`config.mk`:
```
export PLATFORM = sky130hd
export DESIGN_NAME = fb_rect_fill
export DESIGN_NICKNAME = d
export VERILOG_FILES = /design/src/rtl/fb_pkg.sv /design/src/rtl/fb_rect_fill.sv
export SDC_FILE = /design/constraint.sdc
export NUM_CORES = 1
export LEC_CHECK = 0
export BUFFER_PORTS_ARGS = -buffer_cell sky130_fd_sc_hd__buf_2
export CAP_MARGIN = 10
export CORE_MARGIN = 3
export CORE_UTILIZATION = 60
export DETAILED_ROUTE_END_ITERATION = 8
export MAX_ROUTING_LAYER = met4
export PLACE_DENSITY_LB_ADDON = 0.3
export SETUP_SLACK_MARGIN = 0.05
export SKIP_LAST_GASP = 1
export SLEW_MARGIN = 15
export SYNTH_ARGS = -nofsm -noshare
export SYNTH_HDL_FRONTEND = slang
export SYNTH_SLANG_ARGS = --single-unit
```
`constraint.sdc`:
```
create_clock -name clk -period 4.3 [get_ports clk]
set_input_delay 1.075 -clock clk [delete_from_list [all_inputs] [get_ports clk]]
set_output_delay 1.075 -clock clk [all_outputs]
set_load 0.005 [all_outputs]
```
`src/rtl/fb_pkg.sv`:
```
// Shared framebuffer geometry and fill-engine state encoding.
// The VGA scan-out logic imports this package as well.
package fb_pkg;

  localparam int FB_H_RES   = 320;
  localparam int FB_V_RES   = 240;
  localparam int FB_COLOR_W = 12;
  localparam int FB_ADDR_W  = 17;

  typedef enum logic [1:0] {
    IDLE = 2'd0,
    CLIP = 2'd1,
    FILL = 2'd2,
    DONE = 2'd3
  } fb_fill_state_e;

endpackage

```
`src/rtl/fb_rect_fill.sv`:
```
// Rectangle fill engine: clips a command to the framebuffer and writes one
// pixel per cycle in raster order through the RAM write port.
module fb_rect_fill
  import fb_pkg::*;
#(
  parameter int H_RES   = FB_H_RES,
  parameter int V_RES   = FB_V_RES,
  parameter int COLOR_W = FB_COLOR_W,
  parameter int ADDR_W  = FB_ADDR_W
) (
  input  logic               clk,
  input  logic               reset,
  input  logic               cmd_valid,
  output logic               cmd_ready,
  input  logic [8:0]         cmd_x0,
  input  logic [7:0]         cmd_y0,
  input  logic [8:0]         cmd_w,
  input  logic [7:0]         cmd_h,
  input  logic [COLOR_W-1:0] cmd_color,
  output logic               wr_en,
  output logic [ADDR_W-1:0]  wr_addr,
  output logic [COLOR_W-1:0] wr_data,
  output logic               busy,
  output logic               done
);

  localparam logic [9:0] H_LIM = 10'(H_RES);
  localparam logic [9:0] V_LIM = 10'(V_RES);

  fb_fill_state_e state_q, state_d;

  logic [8:0]         x0_q, x0_d;
  logic [7:0]         y0_q, y0_d;
  logic [8:0]         w_q, w_d;
  logic [7:0]         h_q, h_d;
  logic [COLOR_W-1:0] color_q, color_d;
  logic [8:0]         x_q, x_d;
  logic [7:0]         y_q, y_d;
  logic [9:0]         x_end_q, x_end_d;
  logic [9:0]         y_end_q, y_end_d;
  logic [ADDR_W-1:0]  row_base_q, row_base_d;

  logic               cmd_ready_q, cmd_ready_d;
  logic               busy_q, busy_d;
  logic               done_q, done_d;
  logic               wr_en_q, wr_en_d;
  logic [ADDR_W-1:0]  wr_addr_q, wr_addr_d;
  logic [COLOR_W-1:0] wr_data_q, wr_data_d;

  logic [9:0]         x_sum, y_sum, x_lim, y_lim, x_inc, y_inc;
  logic               empty;
  logic [ADDR_W-1:0]  row_first;

  always_comb begin
    x_sum     = {1'b0, x0_q} + {1'b0, w_q};
    y_sum     = {2'b00, y0_q} + {2'b00, h_q};
    x_lim     = (x_sum > H_LIM) ? H_LIM : x_sum;
    y_lim     = (y_sum > V_LIM) ? V_LIM : y_sum;
    empty     = (w_q == '0) || (h_q == '0) ||
                ({1'b0, x0_q} >= H_LIM) || ({2'b00, y0_q} >= V_LIM);
    x_inc     = {1'b0, x_q} + 10'd1;
    y_inc     = {2'b00, y_q} + 10'd1;
    // One multiply per command for the first row; rows then advance by H_RES.
    row_first = ADDR_W'(y0_q) * ADDR_W'(H_RES);
  end

  always_comb begin
    state_d    = state_q;
    x0_d       = x0_q;
    y0_d       = y0_q;
    w_d        = w_q;
    h_d        = h_q;
    color_d    = color_q;
    x_d        = x_q;
    y_d        = y_q;
    x_end_d    = x_end_q;
    y_end_d    = y_end_q;
    row_base_d = row_base_q;
    wr_en_d    = 1'b0;
    wr_addr_d  = '0;
    wr_data_d  = '0;
    done_d     = 1'b0;

    unique case (state_q)
      IDLE: begin
        if (cmd_valid) begin
          x0_d    = cmd_x0;
          y0_d    = cmd_y0;
          w_d     = cmd_w;
          h_d     = cmd_h;
          color_d = cmd_color;
          state_d = CLIP;
        end
      end
      CLIP: begin
        x_end_d = x_lim;
        y_end_d = y_lim;
        if (empty) begin
          state_d = DONE;
          done_d  = 1'b1;
        end else begin
          state_d    = FILL;
          x_d        = x0_q;
          y_d        = y0_q;
          row_base_d = row_first;
          wr_en_d    = 1'b1;
          wr_addr_d  = row_first + ADDR_W'(x0_q);
          wr_data_d  = color_q;
        end
      end
      FILL: begin
        // wr_* registers hold pixel (x_q, y_q); here we stage the next one.
        if (x_inc < x_end_q) begin
          x_d       = x_inc[8:0];
          wr_en_d   = 1'b1;
          wr_addr_d = row_base_q + ADDR_W'(x_inc);
          wr_data_d = color_q;
        end else if (y_inc < y_end_q) begin
          x_d        = x0_q;
          y_d        = y_inc[7:0];
          row_base_d = row_base_q + ADDR_W'(H_RES);
          wr_en_d    = 1'b1;
          wr_addr_d  = row_base_q + ADDR_W'(H_RES) + ADDR_W'(x0_q);
          wr_data_d  = color_q;
        end else begin
          state_d = DONE;
          done_d  = 1'b1;
        end
      end
      DONE: begin
        state_d = IDLE;
      end
      default: state_d = IDLE;
    endcase

    cmd_ready_d = (state_d == IDLE);
    busy_d      = (state_d != IDLE);
  end

  always_ff @(posedge clk or negedge reset) begin
    if (!reset) begin
      state_q     <= IDLE;
      x0_q        <= '0;
      y0_q        <= '0;
      w_q         <= '0;
      h_q         <= '0;
      color_q     <= '0;
      x_q         <= '0;
      y_q         <= '0;
      x_end_q     <= '0;
      y_end_q     <= '0;
      row_base_q  <= '0;
      cmd_ready_q <= 1'b1;
      busy_q      <= 1'b0;
      done_q      <= 1'b0;
      wr_en_q     <= 1'b0;
      wr_addr_q   <= '0;
      wr_data_q   <= '0;
    end else begin
      state_q     <= state_d;
      x0_q        <= x0_d;
      y0_q        <= y0_d;
      w_q         <= w_d;
      h_q         <= h_d;
      color_q     <= color_d;
      x_q         <= x_d;
      y_q         <= y_d;
      x_end_q     <= x_end_d;
      y_end_q     <= y_end_d;
      row_base_q  <= row_base_d;
      cmd_ready_q <= cmd_ready_d;
      busy_q      <= busy_d;
      done_q      <= done_d;
      wr_en_q     <= wr_en_d;
      wr_addr_q   <= wr_addr_d;
      wr_data_q   <= wr_data_d;
    end
  end

  assign cmd_ready = cmd_ready_q;
  assign busy      = busy_q;
  assign done      = done_q;
  assign wr_en     = wr_en_q;
  assign wr_addr   = wr_addr_q;
  assign wr_data   = wr_data_q;

endmodule

```
==> metrics.md, run 1 <==
| Metric | Value |
|---|---|
| Yosys top cell area share | 38.0% |
| Worst slack at placement | 688 ps |
| Worst Path Max Fanout | 9 |
| Ports | 82 |
| Mux cell area share after synthesis | 7.27% |
| Global-route track usage on met3 | 5.40% |
| Synth-to-layout area growth | 13.5% |
| Simple logic cell fraction of the synthesized area | 14.3% |
| Final worst path period need | 3680 ps |
| Top FF cell, synth | dfrtp_1 |
| Fraction of layout cells with a size suffix above 1 | 21.4% |
| Synth top area cells | dfrtp_1, ha_1, mux2_2 |
| Post-synthesis compound-gate area fraction | 19.6% |
| Worst endpoint data arrival time | 3990 ps |
| FMAX | 0.271 GHz |
| Yosys reg bits | 128 |
| DPL Wire Length | 14,800 um |
| Total gr overflow | 0 |
| Worst-Skew Late Latency | 430 ps |
| CTS root buf | clkbuf_16 |
| Via count | 6,945 |
| PortBufs | 81 |
| CTS Buffer Depth | 2 |
| Area of the multi-input gates | 4820 um^2 |
| Pins Over Slew Limit | 0 |
| Initial antenna violation count | 0 |
| Inserted Diodes | 0 |
| Vias in the first global route | 6,752 |
| Period utilisation layout | 85.7% |
| First-pass GRT wire length | 33,300 um |
| Finish-stage setup viols | 0 |
| HP Class | flop to flop |
| Max-cap viol count | 0 |
| Setup_tns | 0 ps |
| DR pass1 iterations | 6 |
| Die height | 124 um |
| CTS buffer count | 17 |
| DRT Wirelength | 20,300 um |
| Starting Density | 62.2% |
| Type of the worst setup path | flop to flop |
| CTS-repair resized insts | 0 |
| Largest net degree at the start of global routing | 74 |
| CP Data Required Time | 4610 ps |
| Final Skew | 9.83 ps |
| Die ar. | 15,400 um^2 |
| Crit end category | flop |
| Sink Count | 128 |
| # rows | 42 |
| Drt drc | 0 |
| First DRT Iteration DRCs | 769 |
| Worst Tran Pin Value | 1070 ps |
| Via density | 6.22 |
| Slew HR | 28.5% |
| Final ANT Viol Nets | 0 |
| Number of synthesized flops with an enable pin | 0 |
| CTS tree | yes |
| WL/cell | 18.2 um |
| Library cells used by synthesis | 88 |
| Unrepaired setup endpoints after global routing | false |
| Post-Synth Adder-Cell Area | 10.7% |
| Htree depth | 4 |
| # fillers | 1,045 |
| Sequential area share after synthesis | 38.3% |
| Reg area | 3200 um^2 |
| Synth Instances | 849 |
| Cts hold-fix bufs | 0 |
| Mapped cell area | 8370 um^2 |
| Core area | 13,500 um^2 |
| Met2 global-route usage | 42.4% |
| Gpl congestion | 0.968 |
| Cell taking the most area after synthesis | dfrtp_1 |
| Hold Vio Cnt, Final | 0 |
| GR peak layer | met2 |
| Post-synth top cells | dfrtp_1, ha_1, nor2_1, inv_1, nand2_1 |
| Overall routing resource usage | 28.7% |
| Nets | 1,046 |
| Die X | 124 um |
| GR Layer Usage met1 | 38.7% |
| Min Hold Slack | 468 ps |
| Yosys warnings | 0 |
| Mean Syn Cell Area | 9.86 um^2 |
| Synth Area in XOR/XNOR | 5.65% |
| Outcome | completed |
| # Post-CTS Setup Buffers | 0 |
| PnR worst setup slack | 616 ps |
| Worst-path clk slew | 60 ps |
| Combinational family with the most area after synthesis | compound AO/OA/AOI/OAI gates |
| Synth async-reset ratio | 100% |
| Most frequent cell after synthesis | dfrtp_1 |
| Type of element launching the critical path | flop |
worst max-delay path, stage by stage (launching register included):
cell     delay [ps]
dfrtp_1         480
ha_1            370
and3_1          320
nand3_1         120
xnor2_1         340
ha_1            330
a21o_1          160
a21oi_1         260
nand2_1         300
and2_1          290
o31a_1          310
or2_2           270
routing by layer:
metal	routed length, um	up-vias
met5	0	-
met4	650	0
met3	1610	67
met2	9180	323
met1	8850	3288
li1	-	3267
state kept, by name, summed over array words and instances, names as in the netlist, 10 cells and up:
signal and cells:
wr_addr 17, color_q 12, wr_data 12, row_base_q 11, x_end_q 10
kinds of logic (layout without fill, tap and decap cells):
| group | count (synthesis) | in the layout |
|---|---|---|
| AND/OR/NAND/NOR | 226 | 226 |
| other | 1 | 2 |
| multiplexers | 55 | 55 |
| adder cells (fa/ha/maj) | 69 | 69 |
| flip-flops | 128 | 128 |
| XOR/XNOR | 54 | 54 |
| AO/OA/AOI/OAI | 232 | 232 |
| buffers and inverters | 84 | 174 |
cells in the final DEF (no fill, tap or decap), types with 5 or more instances in the layout:
master and instances:
o211ai_1 6, nor3b_1 5, o21a_1 13, o31a_1 5, nor3_1 11, o21ai_0 42, xor2_1 22, a21oi_1 47
a2bb2oi_1 8, nand2_1 48, clkbuf_16 17, xnor2_1 32, o22ai_1 22, mux2_2 46, nand4_1 12, dfrtp_1 127
nand3_1 19, nor2b_1 7, nor2_1 51, buf_4 13, a21boi_0 7, buf_2 80, and3_1 13, inv_1 49
and2_1 19, mux2i_1 9, ha_1 65, o32ai_1 11, a21o_1 10
final timing paths:
check                      startpoint  depth (start not counted)  slack, ps    endpoint
setup / recovery               x_q[0]                         11        620        busy
hold / removal             color_q[0]                          1        470  wr_data[0]
setup reg to reg               x_q[0]                         11        620        busy
hold reg to reg            color_q[0]                          1        470  wr_data[0]
max in group asynchronous       reset                          2       2700  wr_data[8]
min in group asynchronous       reset                          1        790      x_q[3]
area by class of cell:
| cell class | count | share of cell area (%) |
|---|---|---|
| Multi-Input combinational cell | 638 | 50.8 |
| Inverter | 49 | 1.94 |
| Sequential cell | 128 | 33.7 |
| Clock buffer | 21 | 4.85 |
| Clock inverter | 10 | 0.935 |
| Tap cell | 176 | 2.32 |
| Timing Repair Buffer | 94 | 5.45 |
metrics by stage:
step / std cells / instance area, um^2 / utilization (%)
6_report: 1116 / 9500 / 70.6
5_1_grt: 1116 / 9500 / 70.6
4_1_cts: 1116 / 9500 / 70.6
3_5_place_dp: 1085 / 8950 / 66.5
3_3_place_gp: 1085 / 8950 / 66.5
2_1_floorplan: 850 / 8370 / -
Power of run 1 is left out: the tool's default activity adds up to more than one toggle a clock period on the data nets, which glitch-free logic cannot reach.
==> run 2: changes to the inputs <==
ABC_AREA = 0   (was default)
PLACE_DENSITY_LB_ADDON = 0.08   (was 0.3)
==> run 2 against run 1 <==
  * Fmax decreased by 3.7%
  * Sequential share of layout area fell by 0.20 points
  * Hold slack better by 6.2 ps
  * Non-clock buffer count decreased by 2
  * Flip-flop and latch count unchanged
  * Critical path depth is 1 higher
  * Clock skew hardly changed
  * Wire length is 5.5% higher
  * Die area is the same
  * Global-route usage up 1.4 points
==> metrics.md, run 2 (synthesized netlist as in run 1, its figures left out) <==
| Metric | Value |
|---|---|
| Outcome | completed |
| Worst Path Max Fanout | 13 |
| Cts hold-fix bufs | 0 |
| Period utilisation layout | 89.0% |
| DPL Wire Length | 15,800 um |
| DR pass1 iterations | 6 |
| Final ANT Viol Nets | 0 |
| Die X | 124 um |
| Htree depth | 4 |
| Nets | 1,044 |
| Starting Density | 62.2% |
| Hold Vio Cnt, Final | 0 |
| DP Area | 8930 um^2 |
| Ports | 82 |
| # Post-CTS Setup Buffers | 0 |
| Die ar. | 15,400 um^2 |
| Fraction of layout cells with a size suffix above 1 | 21.5% |
| CP Data Required Time | 4610 ps |
| Largest net degree at the start of global routing | 94 |
| Die height | 124 um |
| Design area | 9560 um^2 |
| Overall routing resource usage | 30.1% |
| Synth-to-layout area growth | 14.2% |
| Type of the worst setup path | flop to flop |
| Crit end category | flop |
| CTS root buf | clkbuf_16 |
| CTS-repair resized insts | 0 |
| Pins Over Slew Limit | 0 |
| Worst Tran Pin Value | 1050 ps |
| Worst-Skew Late Latency | 430 ps |
| Via count | 6,953 |
| Min Hold Slack | 474 ps |
| DRT Wirelength | 21,400 um |
| Non-filler cells, final | 1,115 |
| Drt drc | 0 |
| Most common cell after layout, fill and taps aside | dfrtp_1 |
| Via density | 6.24 |
| Core area | 13,500 um^2 |
| PortBufs | 81 |
| HP Class | flop to flop |
| Sink Count | 128 |
| Total gr overflow | 0 |
| Worst endpoint data arrival time | 4140 ps |
| Initial antenna violation count | 0 |
| CTS buffer count | 17 |
| Inserted Diodes | 0 |
| Gpl congestion | 0.940 |
| CTS tree | yes |
| First DRT Iteration DRCs | 613 |
| Max-cap viol count | 0 |
| Final worst path period need | 3830 ps |
| Setup_tns | 0 ps |
| Slew HR | 29.4% |
| Unrepaired setup endpoints after global routing | false |
| Commonest cells after routing, fill and taps aside | dfrtp_1, buf_2, ha_1 |
| Dpl cells | 1,083 |
| Worst-path clk slew | 60 ps |
| First-pass GRT wire length | 34,800 um |
| Finish-stage setup viols | 0 |
| Type of element launching the critical path | flop |
| Final Skew | 9.47 ps |
| WL/cell | 19.2 um |
| # rows | 42 |
| CTS Buffer Depth | 2 |
| FMAX | 0.261 GHz |
| Vias in the first global route | 6,908 |
| Max FFs per register | 17 |
| # fillers | 1,054 |
[run 2: cell types whose count changed in the layout (fill, tap and decap cells not counted)]
cell | previous run | this run
bufinv_16 | 1 | 3
inv_6 | 0 | 3
clkbuf_1 | 2 | 0
clkbuf_8 | 2 | 1
clkinvlp_4 | 4 | 1
clkinv_4 | 1 | 6
buf_4 | 13 | 11
clkinv_2 | 4 | 1
[run 2: path summary, 6_finish.rpt]
check	from	to	slack (ps)	cells past startpoint
worst min register to register	color_q[4]	wr_data[4]	470	1
max in group asynchronous	reset	h_q[1]	2830	2
worst max register to register	x_q[2]	busy	470	12
min in group asynchronous	reset	x_q[2]	600	1
worst max-delay path	x_q[2]	busy	470	12
worst min-delay path	color_q[4]	wr_data[4]	470	1
[run 2: cell type report]
| type | count | area (um^2) | share of cell area [%] |
|---|---|---|---|
| timing repair buffer | 92 | 503 | 5.26 |
| inverter | 49 | 184 | 1.92 |
| multi-input combinational | 638 | 4820 | 50.5 |
| clock buffer | 18 | 439 | 4.60 |
| sequential | 128 | 3200 | 33.5 |
| clock inverter | 14 | 181 | 1.90 |
| tap | 176 | 220 | 2.30 |
[run 2: critical path, stage by stage, from the launching register on]
cell,delay [ps]
dfrtp_1,530
and3_1,270
and3_1,250
and3_1,210
xor2_1,280
ha_1,310
a21o_1,180
a21o_1,170
a21oi_1,270
nand2_1,340
and2_1,310
o31a_1,310
or2_2,270
[run 2: stage by stage]
step           setup slack [ps]  utilization, %
5_1_grt                     150            71.0
2_1_floorplan              1090               -
3_3_place_gp                708            66.4
4_1_cts                     520            71.0
6_report                    474            71.0
3_5_place_dp                561            66.4
[run 2: routing by layer]
layer / up-vias / global-route usage, % / routed length (um)
met1: 3318 / 39.5 / 9340
met4: 0 / 10.4 / 547
met3: 52 / 6.13 / 1480
met5: - / - / 0
met2: 306 / 46.9 / 10000
li1: 3277 / - / -
Power of run 2 is left out for the same reason.
==> run 3: changes to the inputs <==
CORE_UTILIZATION = 29   (was 60)
==> run 3 against run 2 <==
  * Fmax rose by 2.5%
  * Wire length rose by 14%
  * First-iteration DRC count fell by 19%
  * Flip-flop and latch count did not move
  * Core utilization fell by 36 points
  * Highest routed layer unchanged
  * Die area rose by 100%
  * Cell area rose by 3.0%
  * Non-clock buffer count rose by 9
  * Register-to-register slack improved by 90 ps
  * Global-route usage fell by 14 points
  * Sequential share of layout area fell by 0.98 points
  * Clock-buffer cell count did not move
==> metrics.md, run 3 (synthesized netlist as in run 1, its figures left out) <==
| Metric | Value |
|---|---|
| First-pass GRT wire length | 38,900 um |
| CP Data Required Time | 4590 ps |
| HP Start | color_q[7] |
| Cts hold-fix bufs | 0 |
| GR peak layer | met2 |
| Htree depth | 4 |
| Non-filler cells, final | 1,326 |
| Largest net degree at the start of global routing | 60 |
| CTS root buf | clkbuf_16 |
| Vias in the first global route | 6,608 |
| Die X | 176 um |
| Total gr overflow | 0 |
| CTS tree | yes |
| Overall routing resource usage | 16.6% |
| FMAX | 0.268 GHz |
| Nets | 1,053 |
| WL/cell | 18.5 um |
| # rows | 61 |
| Setup_tns | 0 ps |
| Area of the multi-input gates | 4820 um^2 |
| Final worst path period need | 3730 ps |
| Starting Density | 29.8% |
| Reg2reg start | x_q[2] |
| Synth-to-layout area growth | 17.6% |
| Outcome | completed |
| Max FFs per register | 17 |
| Worst Tran Pin Value | 929 ps |
| Final Skew | 15.0 ps |
| Gpl congestion | 0.825 |
| Type of the worst setup path | flop to flop |
| Worst Path Max Fanout | 12 |
| Max-cap viol count | 0 |
| Die ar. | 30,900 um^2 |
| Core area | 28,100 um^2 |
| First DRT Iteration DRCs | 494 |
| Pins Over Slew Limit | 0 |
| GR Layer Usage met1 | 24.2% |
| Period utilisation layout | 86.9% |
| PortBufs | 81 |
| CTS-repair resized insts | 0 |
| Fraction of layout cells with a size suffix above 1 | 22.3% |
| Met2 global-route usage | 24.5% |
| DRT Wirelength | 24,500 um |
| Ports | 82 |
| Die height | 176 um |
| Worst-path clk slew | 70 ps |
| Worst setup path startpoint | x_q[2] |
| Worst-Skew Late Latency | 420 ps |
| Commonest cells after routing, fill and taps aside | dfrtp_1, buf_2, ha_1 |
| Global-route track usage on met3 | 2.42% |
| HP Class | flop to flop |
| Sink Count | 128 |
| # fillers | 2,980 |
| Drt drc | 0 |
| Worst endpoint data arrival time | 4020 ps |
| CTS Buffer Depth | 2 |
| CTS buffer count | 17 |
| Finish-stage setup viols | 0 |
| Type of element launching the critical path | flop |
| Final ANT Viol Nets | 0 |
| Slew HR | 37.9% |
| Via density | 5.07 |
| Reg area | 3200 um^2 |
| Via count | 6,729 |
| Hold Vio Cnt, Final | 0 |
| # Post-CTS Setup Buffers | 0 |
| Most common cell after layout, fill and taps aside | dfrtp_1 |
| Initial antenna violation count | 0 |
| Inserted Diodes | 0 |
| DR pass1 iterations | 5 |
| Unrepaired setup endpoints after global routing | false |
| DPL Wire Length | 18,300 um |
| Dpl cells | 1,294 |
| Crit end category | flop |
==> run 3: cell count changes in the layout (fill, tap and decap cells not counted) <==
cell,change
inv_8,+3
clkinv_4,-5
inv_6,+2
buf_4,+8
bufinv_16,-2
buf_6,+1
clkinvlp_4,+3
clkinv_2,-1
==> run 3: through the flow <==
stage	utilization (%)	hold slack [ps]	instance area [um^2]	worst slack, ps
6_report	35.0	469	9840	565
5_1_grt	35.0	490	9840	229
4_1_cts	35.0	472	9840	630
3_5_place_dp	33.0	459	9260	644
3_3_place_gp	33.0	452	9260	706
2_1_floorplan	-	447	8370	1090
==> run 3: critical path, stage by stage (launching register included) <==
cell	delay (ps)
dfrtp_1	530
and3_1	280
and3_1	250
and3_1	210
xor2_1	270
ha_1	300
a21o_1	190
a21o_1	170
a21oi_1	260
and2_1	470
nor2_1	210
a222oi_1	390
nor2_1	70
==> run 3: layer usage <==
layer	wire (um)	part of all wire [%]
met3	865	3.5
met4	244	1.0
met2	11000	45
met1	12400	51
met5	0	0
==> run 3: final cells by class <==
| type | instances | area share [%] |
|---|---|---|
| multi-input combinational | 638 | 49.0 |
| inverter | 49 | 1.87 |
| clock inverter | 14 | 1.49 |
| sequential | 128 | 32.5 |
| clock buffer | 18 | 4.46 |
| tap | 378 | 4.80 |
| timing repair buffer | 101 | 5.83 |
==> run 3: worst paths after layout <==
| kind | endpoint | slack (ps) | depth (start not counted) |
|---|---|---|---|
| max in group asynchronous | x_end_q[7] | 2840 | 2 |
| worst max-delay path | wr_addr[12] | 570 | 12 |
| worst min-delay path | wr_data[7] | 470 | 1 |
| min in group asynchronous | wr_addr[3] | 650 | 1 |
| worst min register to register | wr_data[7] | 470 | 1 |
| worst max register to register | wr_addr[12] | 570 | 12 |
Power of run 3 is left out for the same reason.
